**config.mk**
```make
export PLATFORM = sky130hd
export DESIGN_NAME = rb_frame_scheduler
export DESIGN_NICKNAME = d
export VERILOG_FILES = /design/src/rtl/rb_pkg.sv /design/src/rtl/rb_wrap_counter.sv /design/src/rtl/rb_frame_scheduler.sv
export SDC_FILE = /design/constraint.sdc
export NUM_CORES = 1
export LEC_CHECK = 0
export BUFFER_PORTS_ARGS = -buffer_cell sky130_fd_sc_hd__buf_2
export CELL_PAD_IN_SITES_DETAIL_PLACEMENT = 1
export CELL_PAD_IN_SITES_GLOBAL_PLACEMENT = 1
export CORE_UTILIZATION = 47
export CTS_BUF_LIST = sky130_fd_sc_hd__clkbuf_16
export DETAILED_ROUTE_END_ITERATION = 8
export GPL_TIMING_DRIVEN = 0
export PLACE_DENSITY = 0.95
export SLEW_MARGIN = 20
export SYNTH_ARGS = -nofsm -noshare
export SYNTH_HDL_FRONTEND = slang
export SYNTH_SLANG_ARGS = --single-unit
```
**constraint.sdc**
```tcl
create_clock -name clk -period 4.3 [get_ports clk]
set_input_delay 0.43 -clock clk [delete_from_list [all_inputs] [get_ports clk]]
set_output_delay 0.43 -clock clk [all_outputs]
set_load 0.1 [all_outputs]
```
**src/rtl/rb_pkg.sv**
```systemverilog
// Shared types and width helpers for the row-buffer frame scheduler.
package rb_pkg;

    // Scheduler states
    typedef enum logic [2:0] {
        ST_IDLE      = 3'd0,
        ST_PRIME     = 3'd1,
        ST_STREAM    = 3'd2,
        ST_ROW_STALL = 3'd3,
        ST_DONE      = 3'd4
    } rb_state_e;

    // Width of the optional performance counters
    localparam int RB_PERF_W = 32;

    // Bits needed to address n locations; never less than one bit
    function automatic int addr_w(input int n);
        return (n > 1) ? $clog2(n) : 1;
    endfunction

endpackage

```
**src/rtl/rb_wrap_counter.sv**
```systemverilog
// Modulo-N counter with synchronous clear, enable and a wrap flag.
// at_max is high while the count sits at N-1; wrap is high when an
// enabled step takes the count from N-1 back to 0.
module rb_wrap_counter
    import rb_pkg::*;
#(
    parameter int N = 8,
    localparam int W = addr_w(N)
) (
    input  logic         clk,
    input  logic         rst,
    input  logic         clr,
    input  logic         en,
    output logic [W-1:0] cnt,
    output logic         at_max,
    output logic         wrap
);

    logic [W-1:0] cnt_q;
    logic [W-1:0] cnt_d;

    // Next count: clear has priority, otherwise step and wrap at N-1
    always_comb begin
        cnt_d = cnt_q;
        if (clr) begin
            cnt_d = '0;
        end else if (en) begin
            cnt_d = (cnt_q == W'(N - 1)) ? '0 : cnt_q + W'(1);
        end
    end

    // Count register
    always_ff @(posedge clk or negedge rst) begin
        if (!rst) begin
            cnt_q <= '0;
        end else begin
            cnt_q <= cnt_d;
        end
    end

    assign cnt    = cnt_q;
    assign at_max = (cnt_q == W'(N - 1));
    assign wrap   = en && at_max;

endmodule

```
**src/rtl/rb_frame_scheduler.sv**
```systemverilog
// Row-buffer frame scheduler: walks one frame in raster order, issuing
// fetch/write/read strobes, addresses and the steering select. Reads are
// held off until RB_COUNT rows are primed; STALL_CYCLES idle cycles follow
// each completed row; sink backpressure pauses the stream.
// Optional build macro RBS_PERF_CNT_EN adds beat/stall/backpressure counters.
module rb_frame_scheduler
    import rb_pkg::*;
#(
    parameter int IMAGE_WIDTH  = 256,
    parameter int IMAGE_HEIGHT = 256,
    parameter int KERNEL_SIZE  = 9,
    parameter int RB_COUNT     = KERNEL_SIZE - 1,
    parameter int STALL_CYCLES = 1,
    localparam int EW = addr_w(IMAGE_WIDTH * IMAGE_HEIGHT),
    localparam int WW = addr_w(RB_COUNT * IMAGE_WIDTH),
    localparam int CW = addr_w(IMAGE_WIDTH),
    localparam int RW = addr_w(IMAGE_HEIGHT),
    localparam int SW = addr_w(RB_COUNT),
    localparam int TW = addr_w(STALL_CYCLES + 1)
) (
    input  logic          clk,
    input  logic          rst,
    input  logic          start,
    input  logic          ext_ready,
    input  logic          sink_ready,
    output logic          en_E,
    output logic          en_W,
    output logic          en_R,
    output logic [EW-1:0] e_addr,
    output logic [WW-1:0] w_addr,
    output logic [CW-1:0] r_addr,
    output logic [SW-1:0] steer_sel,
    output logic          E_last,
    output logic          W_frame_filled,
    output logic          window_valid,
    output logic          frame_done,
    output logic          busy
`ifdef RBS_PERF_CNT_EN
    ,
    output logic [RB_PERF_W-1:0] beat_cnt,
    output logic [RB_PERF_W-1:0] stall_cnt,
    output logic [RB_PERF_W-1:0] bp_cnt
`endif
);

    rb_state_e state_q, state_d;
    logic [TW-1:0] stall_q, stall_d;
    logic          filled_q, filled_d;

    logic          en_e_q, en_e_d;
    logic          en_w_q, en_w_d;
    logic          en_r_q, en_r_d;
    logic [EW-1:0] e_addr_q, e_addr_d;
    logic [WW-1:0] w_addr_q, w_addr_d;
    logic [CW-1:0] r_addr_q, r_addr_d;
    logic [SW-1:0] steer_q, steer_d;
    logic          e_last_q, e_last_d;
    logic          w_filled_q, w_filled_d;
    logic          wvalid_q, wvalid_d;
    logic          done_q, done_d;
    logic          busy_q, busy_d;

    logic          beat;
    logic          clr;
    logic          row_end;
    logic          frame_end;
    logic          prime_end;

    logic [CW-1:0] col_cnt;
    logic [RW-1:0] row_cnt;
    logic [SW-1:0] slot_cnt;
    logic          col_max_unused;
    logic          row_max;
    logic          row_wrap_unused;
    logic          slot_max_unused;
    logic          slot_wrap_unused;

    rb_wrap_counter #(.N(IMAGE_WIDTH)) u_col (
        .clk    (clk),
        .rst    (rst),
        .clr    (clr),
        .en     (beat),
        .cnt    (col_cnt),
        .at_max (col_max_unused),
        .wrap   (row_end)
    );

    rb_wrap_counter #(.N(IMAGE_HEIGHT)) u_row (
        .clk    (clk),
        .rst    (rst),
        .clr    (clr),
        .en     (row_end),
        .cnt    (row_cnt),
        .at_max (row_max),
        .wrap   (row_wrap_unused)
    );

    rb_wrap_counter #(.N(RB_COUNT)) u_slot (
        .clk    (clk),
        .rst    (rst),
        .clr    (clr),
        .en     (row_end),
        .cnt    (slot_cnt),
        .at_max (slot_max_unused),
        .wrap   (slot_wrap_unused)
    );

    // Beat qualification and row/frame boundary decode
    always_comb begin
        beat      = ext_ready && ((state_q == ST_PRIME) ||
                                  (state_q == ST_STREAM && sink_ready));
        clr       = (state_q == ST_IDLE) && start;
        frame_end = row_end && row_max;
        prime_end = (state_q == ST_PRIME) && row_end &&
                    (32'(row_cnt) == RB_COUNT - 1);
    end

    // Next-state and registered-output values
    always_comb begin
        state_d    = state_q;
        stall_d    = stall_q;
        filled_d   = filled_q;
        en_e_d     = 1'b0;
        en_w_d     = 1'b0;
        en_r_d     = 1'b0;
        e_last_d   = 1'b0;
        e_addr_d   = e_addr_q;
        w_addr_d   = w_addr_q;
        r_addr_d   = r_addr_q;
        steer_d    = steer_q;
        case (state_q)
            ST_IDLE: begin
                if (start) begin
                    state_d  = ST_PRIME;
                    stall_d  = '0;
                    filled_d = 1'b0;
                end
            end
            ST_PRIME, ST_STREAM: begin
                if (beat) begin
                    en_e_d   = 1'b1;
                    en_w_d   = 1'b1;
                    e_addr_d = EW'(row_cnt) * EW'(IMAGE_WIDTH) + EW'(col_cnt);
                    w_addr_d = WW'(slot_cnt) * WW'(IMAGE_WIDTH) + WW'(col_cnt);
                    steer_d  = slot_cnt;
                    e_last_d = frame_end;
                    if (state_q == ST_STREAM) begin
                        en_r_d   = 1'b1;
                        r_addr_d = col_cnt;
                    end
                    if (frame_end) begin
                        state_d = ST_DONE;
                    end else if (row_end) begin
                        if (prime_end) begin
                            filled_d = 1'b1;
                        end
                        stall_d = '0;
                        if (STALL_CYCLES > 0) begin
                            state_d = ST_ROW_STALL;
                        end else begin
                            state_d = (prime_end || filled_q) ? ST_STREAM : ST_PRIME;
                        end
                    end
                end
            end
            ST_ROW_STALL: begin
                if (stall_q == TW'(STALL_CYCLES - 1)) begin
                    stall_d = '0;
                    state_d = filled_q ? ST_STREAM : ST_PRIME;
                end else begin
                    stall_d = stall_q + TW'(1);
                end
            end
            ST_DONE: begin
                filled_d = 1'b0;
                state_d  = ST_IDLE;
            end
            default: begin
                state_d = ST_IDLE;
            end
        endcase
        // Status outputs trail the internal state by one register stage
        w_filled_d = filled_q && (state_q != ST_DONE);
        wvalid_d   = en_r_q;
        done_d     = (state_q == ST_DONE);
        busy_d     = (state_q != ST_IDLE);
    end

    // State, control and output registers; everything returns to zero on reset
    always_ff @(posedge clk or negedge rst) begin
        if (!rst) begin
            state_q    <= ST_IDLE;
            stall_q    <= '0;
            filled_q   <= 1'b0;
            en_e_q     <= 1'b0;
            en_w_q     <= 1'b0;
            en_r_q     <= 1'b0;
            e_addr_q   <= '0;
            w_addr_q   <= '0;
            r_addr_q   <= '0;
            steer_q    <= '0;
            e_last_q   <= 1'b0;
            w_filled_q <= 1'b0;
            wvalid_q   <= 1'b0;
            done_q     <= 1'b0;
            busy_q     <= 1'b0;
        end else begin
            state_q    <= state_d;
            stall_q    <= stall_d;
            filled_q   <= filled_d;
            en_e_q     <= en_e_d;
            en_w_q     <= en_w_d;
            en_r_q     <= en_r_d;
            e_addr_q   <= e_addr_d;
            w_addr_q   <= w_addr_d;
            r_addr_q   <= r_addr_d;
            steer_q    <= steer_d;
            e_last_q   <= e_last_d;
            w_filled_q <= w_filled_d;
            wvalid_q   <= wvalid_d;
            done_q     <= done_d;
            busy_q     <= busy_d;
        end
    end

    assign en_E           = en_e_q;
    assign en_W           = en_w_q;
    assign en_R           = en_r_q;
    assign e_addr         = e_addr_q;
    assign w_addr         = w_addr_q;
    assign r_addr         = r_addr_q;
    assign steer_sel      = steer_q;
    assign E_last         = e_last_q;
    assign W_frame_filled = w_filled_q;
    assign window_valid   = wvalid_q;
    assign frame_done     = done_q;
    assign busy           = busy_q;

`ifdef RBS_PERF_CNT_EN
    logic [RB_PERF_W-1:0] beat_cnt_q, beat_cnt_d;
    logic [RB_PERF_W-1:0] stall_cnt_q, stall_cnt_d;
    logic [RB_PERF_W-1:0] bp_cnt_q, bp_cnt_d;

    function automatic logic [RB_PERF_W-1:0] sat_inc(input logic [RB_PERF_W-1:0] v);
        return (v == '1) ? v : v + RB_PERF_W'(1);
    endfunction

    // Saturating event counters, cleared when a frame starts
    always_comb begin
        beat_cnt_d  = beat ? sat_inc(beat_cnt_q) : beat_cnt_q;
        stall_cnt_d = (state_q == ST_ROW_STALL) ? sat_inc(stall_cnt_q) : stall_cnt_q;
        bp_cnt_d    = (state_q == ST_STREAM && ext_ready && !sink_ready) ?
                      sat_inc(bp_cnt_q) : bp_cnt_q;
        if (clr) begin
            beat_cnt_d  = '0;
            stall_cnt_d = '0;
            bp_cnt_d    = '0;
        end
    end

    // Performance counter registers
    always_ff @(posedge clk or negedge rst) begin
        if (!rst) begin
            beat_cnt_q  <= '0;
            stall_cnt_q <= '0;
            bp_cnt_q    <= '0;
        end else begin
            beat_cnt_q  <= beat_cnt_d;
            stall_cnt_q <= stall_cnt_d;
            bp_cnt_q    <= bp_cnt_d;
        end
    end

    assign beat_cnt  = beat_cnt_q;
    assign stall_cnt = stall_cnt_q;
    assign bp_cnt    = bp_cnt_q;
`endif

endmodule
```
Word level (Yosys, flattened, before mapping)

Cells that the tools add are included.

Output and inout bits: 46
Input bits: 5
Flip-flop bits (word level): 69
Logic and storage cells: 94

Mux-type cells: 34
Reduce and logical (&&, ||, !) cells: 21
Equality and inequality tests: 16
Add/sub/neg operators: 6

Operators with widths:

| operator              | count |
|---|---|
| $mux W8               | 6 |
| $mux W3               | 8 |
| $add A16 B8 Y16       | 1 |
| $add A8 B1 Y8 const B | 2 |
| $eq A8 B8 Y1 const B  | 2 |
| $mux W1               | 16 |
| $add A11 B8 Y11       | 1 |
| $ne A2 B2 Y1 const B  | 5 |
| $pmux W3 S3           | 1 |
| $reduce_bool A3 Y1    | 3 |
| $eq A8 B3 Y1 const B  | 1 |
| $logic_and A1 B1 Y1   | 8 |
| $eq A3 B2 Y1 const B  | 2 |
| $eq A3 B3 Y1 const B  | 2 |
| $ne A3 B3 Y1 const B  | 2 |
| $pmux W1 S3           | 2 |
| $reduce_and A6 Y1     | 1 |
| $reduce_and A5 Y1     | 1 |
| $reduce_and A4 Y1     | 1 |
| $reduce_bool A2 Y1    | 2 |
| $add A3 B1 Y3 const B | 1 |
| $eq A3 B1 Y1 const B  | 1 |
| $logic_not A3 Y1      | 1 |
| $reduce_and A3 Y1     | 1 |
| other kinds (6)       | 6 |

Depth between registers and ports, before layout

Depth after elaboration: 12
Mapped depth: 7
Mapped depth without buffers: 7

Hierarchy

A second synthesis with hierarchy kept.

Cells, all modules: 228
Area total of the unflattened synthesis: 2678.8 µm²

By module, submodules not included:

| module                       | cells an instance | times used | seq. area each (µm²) | area an instance (µm²) |
|---|---|---|---|---|
| rb_frame_scheduler           | 119               | 1          | 950.9                | 1652.8 |
| rb_wrap_counter at u_col ... | 48                | 2          | 200.2                | 434.2 |
| rb_wrap_counter at u_slot    | 13                | 1          | 75.1                 | 157.7 |

Least setup slack after synthesis

Ideal clock, no wire load.

Path type: register to register
From: register u_col.cnt_q[0] (netlist: u_col.cnt[0])
To: register u_row.cnt_q[7] (netlist: u_row.cnt[7])
Setup time: 0.092 ns
Stages on the path, launching flop included: 8
Path buffers: 1
Path slack: 2.449 ns
Arrival time: 1.759 ns
Required time: 4.208 ns
Clock period less this slack: 1.851 ns
Cells stage by stage: dfrtp_1 ha_1 nand4_2 a2111oi_4 buf_6 or2_4 nand2_2 o31ai_2

Word-level cells in the longest chain between the ends: 3

Ends and longest elaborated chain:

| element                             | line                  | text |
|---|---|---|
| from (decl)                         | rb_wrap_counter.sv:19 | `logic [W-1:0] cnt_q;` |
| from (signal assigned)              | rb_wrap_counter.sv:37 | `cnt_q <= cnt_d;` |
| $eq A8 B8 Y1                        | rb_wrap_counter.sv:42 | `assign at_max = (cnt_q == W'(N - 1));` |
| $logic_and A1 B1 Y1                 | rb_wrap_counter.sv:43 | `assign wrap = en && at_max;` |
| $reduce_bool A2 Y1 (no source line) | --                    |  |
| to (signal assigned)                | rb_wrap_counter.sv:37 |  |
| to (decl)                           | rb_wrap_counter.sv:19 |  |

No other way between the ends.
A chain may end at the register's enable or synchronous reset.

Worst setup path after layout

Ends and elaborated chain as after synthesis.

==> metrics.txt <==
outcome=completed; Fin Setup TNS=0 ns; first-pass GRT wire length=10000 microns; Synth area leaders=dfrtp_1 (55%), mux2_2 (12%), buf_4 (3.7%); Vias/cell=5.34; Synth cell types=41; 1st-iter DRT viols=147; Async SR Flop Fraction=100%; row count=26; post-detail-place hpwl=3780 microns; WL/cell=16.8 microns; Top Ports=51; Max Cap Viol=0; Hold Violations, Final=0; Core Area=5240 sq um; FF-to-FF setup slack=2.08 ns; GRT Residual Overflow=0; Clock Skew=0.00291 ns; Resize count post-CTS=0; count of input and output buffers=50; routability congestion estimate=0.788; Slew @ Worst Pin=0.703 ns; final worst path period share=between 50% and 60%; number of synthesized register bits=57; ANT cells=0; syn_nets=221; number of global-route vias before repair=between 1.5k and 2k; WS Path Type=register to register; Die Span Y=76.5 microns; cells on worst reg2reg path=7; clk slew on worst S/H paths=0.05 ns; DRC Markers=0; Lkg Pwr=0.00167 uW; Root Driver=clkbuf_16; final setup violation count=0; CTS tree=yes; via count=1859; count leader, synth=dfrtp_1; syn avg cell area=12.3 sq um; H-Tree Level Count=3; Max-Slew Margin vs Limit=53.0%; crit path max fanout=10; synthesis-to-layout area growth=22.9%; Min-Delay Path Class=input pin to asynchronous set/reset pin; initial core utilization=about 50%; Synth top area share=54.8%; Slew Viols, Final=0; area leader, netlist=dfrtp_1; Total GRT Usage=22.8%; FF-to-FF Start=u_col.cnt[0]; # Post-CTS Setup Buffers=0; VDD IR max=0.400 mV; most used flip-flop cell after synthesis=dfrtp_1; reg2reg end=u_row.cnt[7]; layout cells sized above 1=43.5%; DRT Pass-1 Iters=4; CTS Buf Count=9; Crit. Startpoint=u_col.cnt[0]; cell count after synthesis=212; P per Cell Area=roughly 740 nW/um^2; sequential share of the synthesized area=54.8%; DRT antenna net count=0; commonest cells in the synthesized netlist=dfrtp_1 (57), mux2_2 (27), nor2_1 (20), buf_4 (13); f_max=450 MHz; Post-synth EDFFs=0; Ys Warns=0; Clock Latency Late Sink=~0.32 ns; CTS Hold Buffers Added=0; Die ar.=5840 sq um; crit path DAT=2.46 ns; die width=around 76 microns; Netlist Area Pre-Place=2600 sq um; Sink Count=57; unrepaired setup endpoints after global routing=no; final worst slack=2.08 ns; # nets final=282; initial antenna violation count=0; Req. time, crit path=4.53 ns; crit path launch type=register; pre-CTS WS=2.11 ns; WL final=5850 microns; CP endpoint kind=register; pin count of the biggest net entering global routing=58; minimum clock period=2.22 ns; clk buf depth=2
[metal layers]
metal	wire length [microns]	vias to the layer above	track usage, %
met5	0	-	0
met2	3060	50	38.5
met3	246	12	4.91
met4	140	0	12.7
li1	-	858	-
met1	2400	939	26.9
[worst max-delay path: stages (launching register included)]
cell       delay (ns)
dfrtp_1          0.50
ha_1             0.29
nand4_2          0.18
a2111oi_4        0.46
buf_6            0.21
or2_4            0.16
nand2_2          0.10
o31ai_2          0.23
[layout make-up]
type	instances	area (sq um)
Multi-Input combinational cell	131	1030
Sequential cell	57	1430
Timing Repair Buffer	50	253
Clock buffer	9	225
Clock inverter	7	30.0
Fill cell	574	2040
Inverter	4	15.0
Tap cell	70	87.6
Buffer	20	136
[registers in the layout, summed over array words and instances, names as in the netlist]
register and flops:
E_last 1, W_frame_filled 1, busy 1, e_addr 16, en_R 1, en_W 1, filled_q 1, frame_done 1
r_addr 8, state_q 3, u_col.cnt 8, u_row.cnt 8, u_slot.cnt 3, w_addr 3, window_valid 1
[power by group]
| group | switching, uW | leakage (uW) | internal [uW] |
|---|---|---|---|
| sequential | 97.9 | 0.000757 | 635 |
| combinational | 815 | 0.000777 | 232 |
| clock | 226 | 0.000136 | 376 |
| total | 1140 | 0.00167 | 1240 |
[cell families (layout without fill, tap and decap cells)]
| family | after synthesis | after routing | share of synthesized area [%] |
|---|---|---|---|
| simple gates | 63 | 63 | 13.5 |
| fa+ha+maj | 4 | 4 | 1.92 |
| compound gates | 24 | 24 | 7.83 |
| xor+xnor | 10 | 10 | 3.36 |
| buf+inv | 24 | 90 | 5.81 |
| flops | 57 | 57 | 54.8 |
| mux | 30 | 30 | 12.8 |
[metrics by stage]
stage | utilization (%) | cell area (sq um) | hold slack, ns | instances | total power (uW)
6_report | 61.1 | 3200 | 0.159 | 348 | 2380
5_1_grt | 61.1 | 3200 | 0.213 | 348 | 2480
4_1_cts | 61.1 | 3200 | 0.186 | 348 | 2400
3_5_place_dp | 56.2 | 2950 | 0.369 | 332 | 1780
3_3_place_gp | 56.2 | 2940 | 0.356 | 332 | 1750
2_1_floorplan | - | 2610 | 0.134 | 212 | 1600
[cells in the final DEF, fill, tap and decap left out, drive strengths merged, types with 4 or more instances in the layout]
cell type | netlist | routed
nand2 | 9 | 9
buf | 18 | 68
nor2 | 21 | 21
ha | 4 | 4
mux2 | 27 | 27
dfrtp | 57 | 57
o21ai | 7 | 7
nand4 | 7 | 7
clkinv | 0 | 5
xor2 | 8 | 8
nand2b | 4 | 4
nand3 | 8 | 8
inv | 4 | 6
clkbuf | 2 | 11
a21oi | 4 | 4
[worst max-delay path by stage]
stage,endpoint,slack [ns]
5_1_grt,u_row.cnt[7],1.96
3_3_place_gp,u_row.cnt[7],2.20
3_5_place_dp,u_row.cnt[7],2.11
6_report,u_row.cnt[7],2.08
4_1_cts,u_row.cnt[7],2.07
2_1_floorplan,u_row.cnt[7],2.45
(Power assumes the default switching activity.)
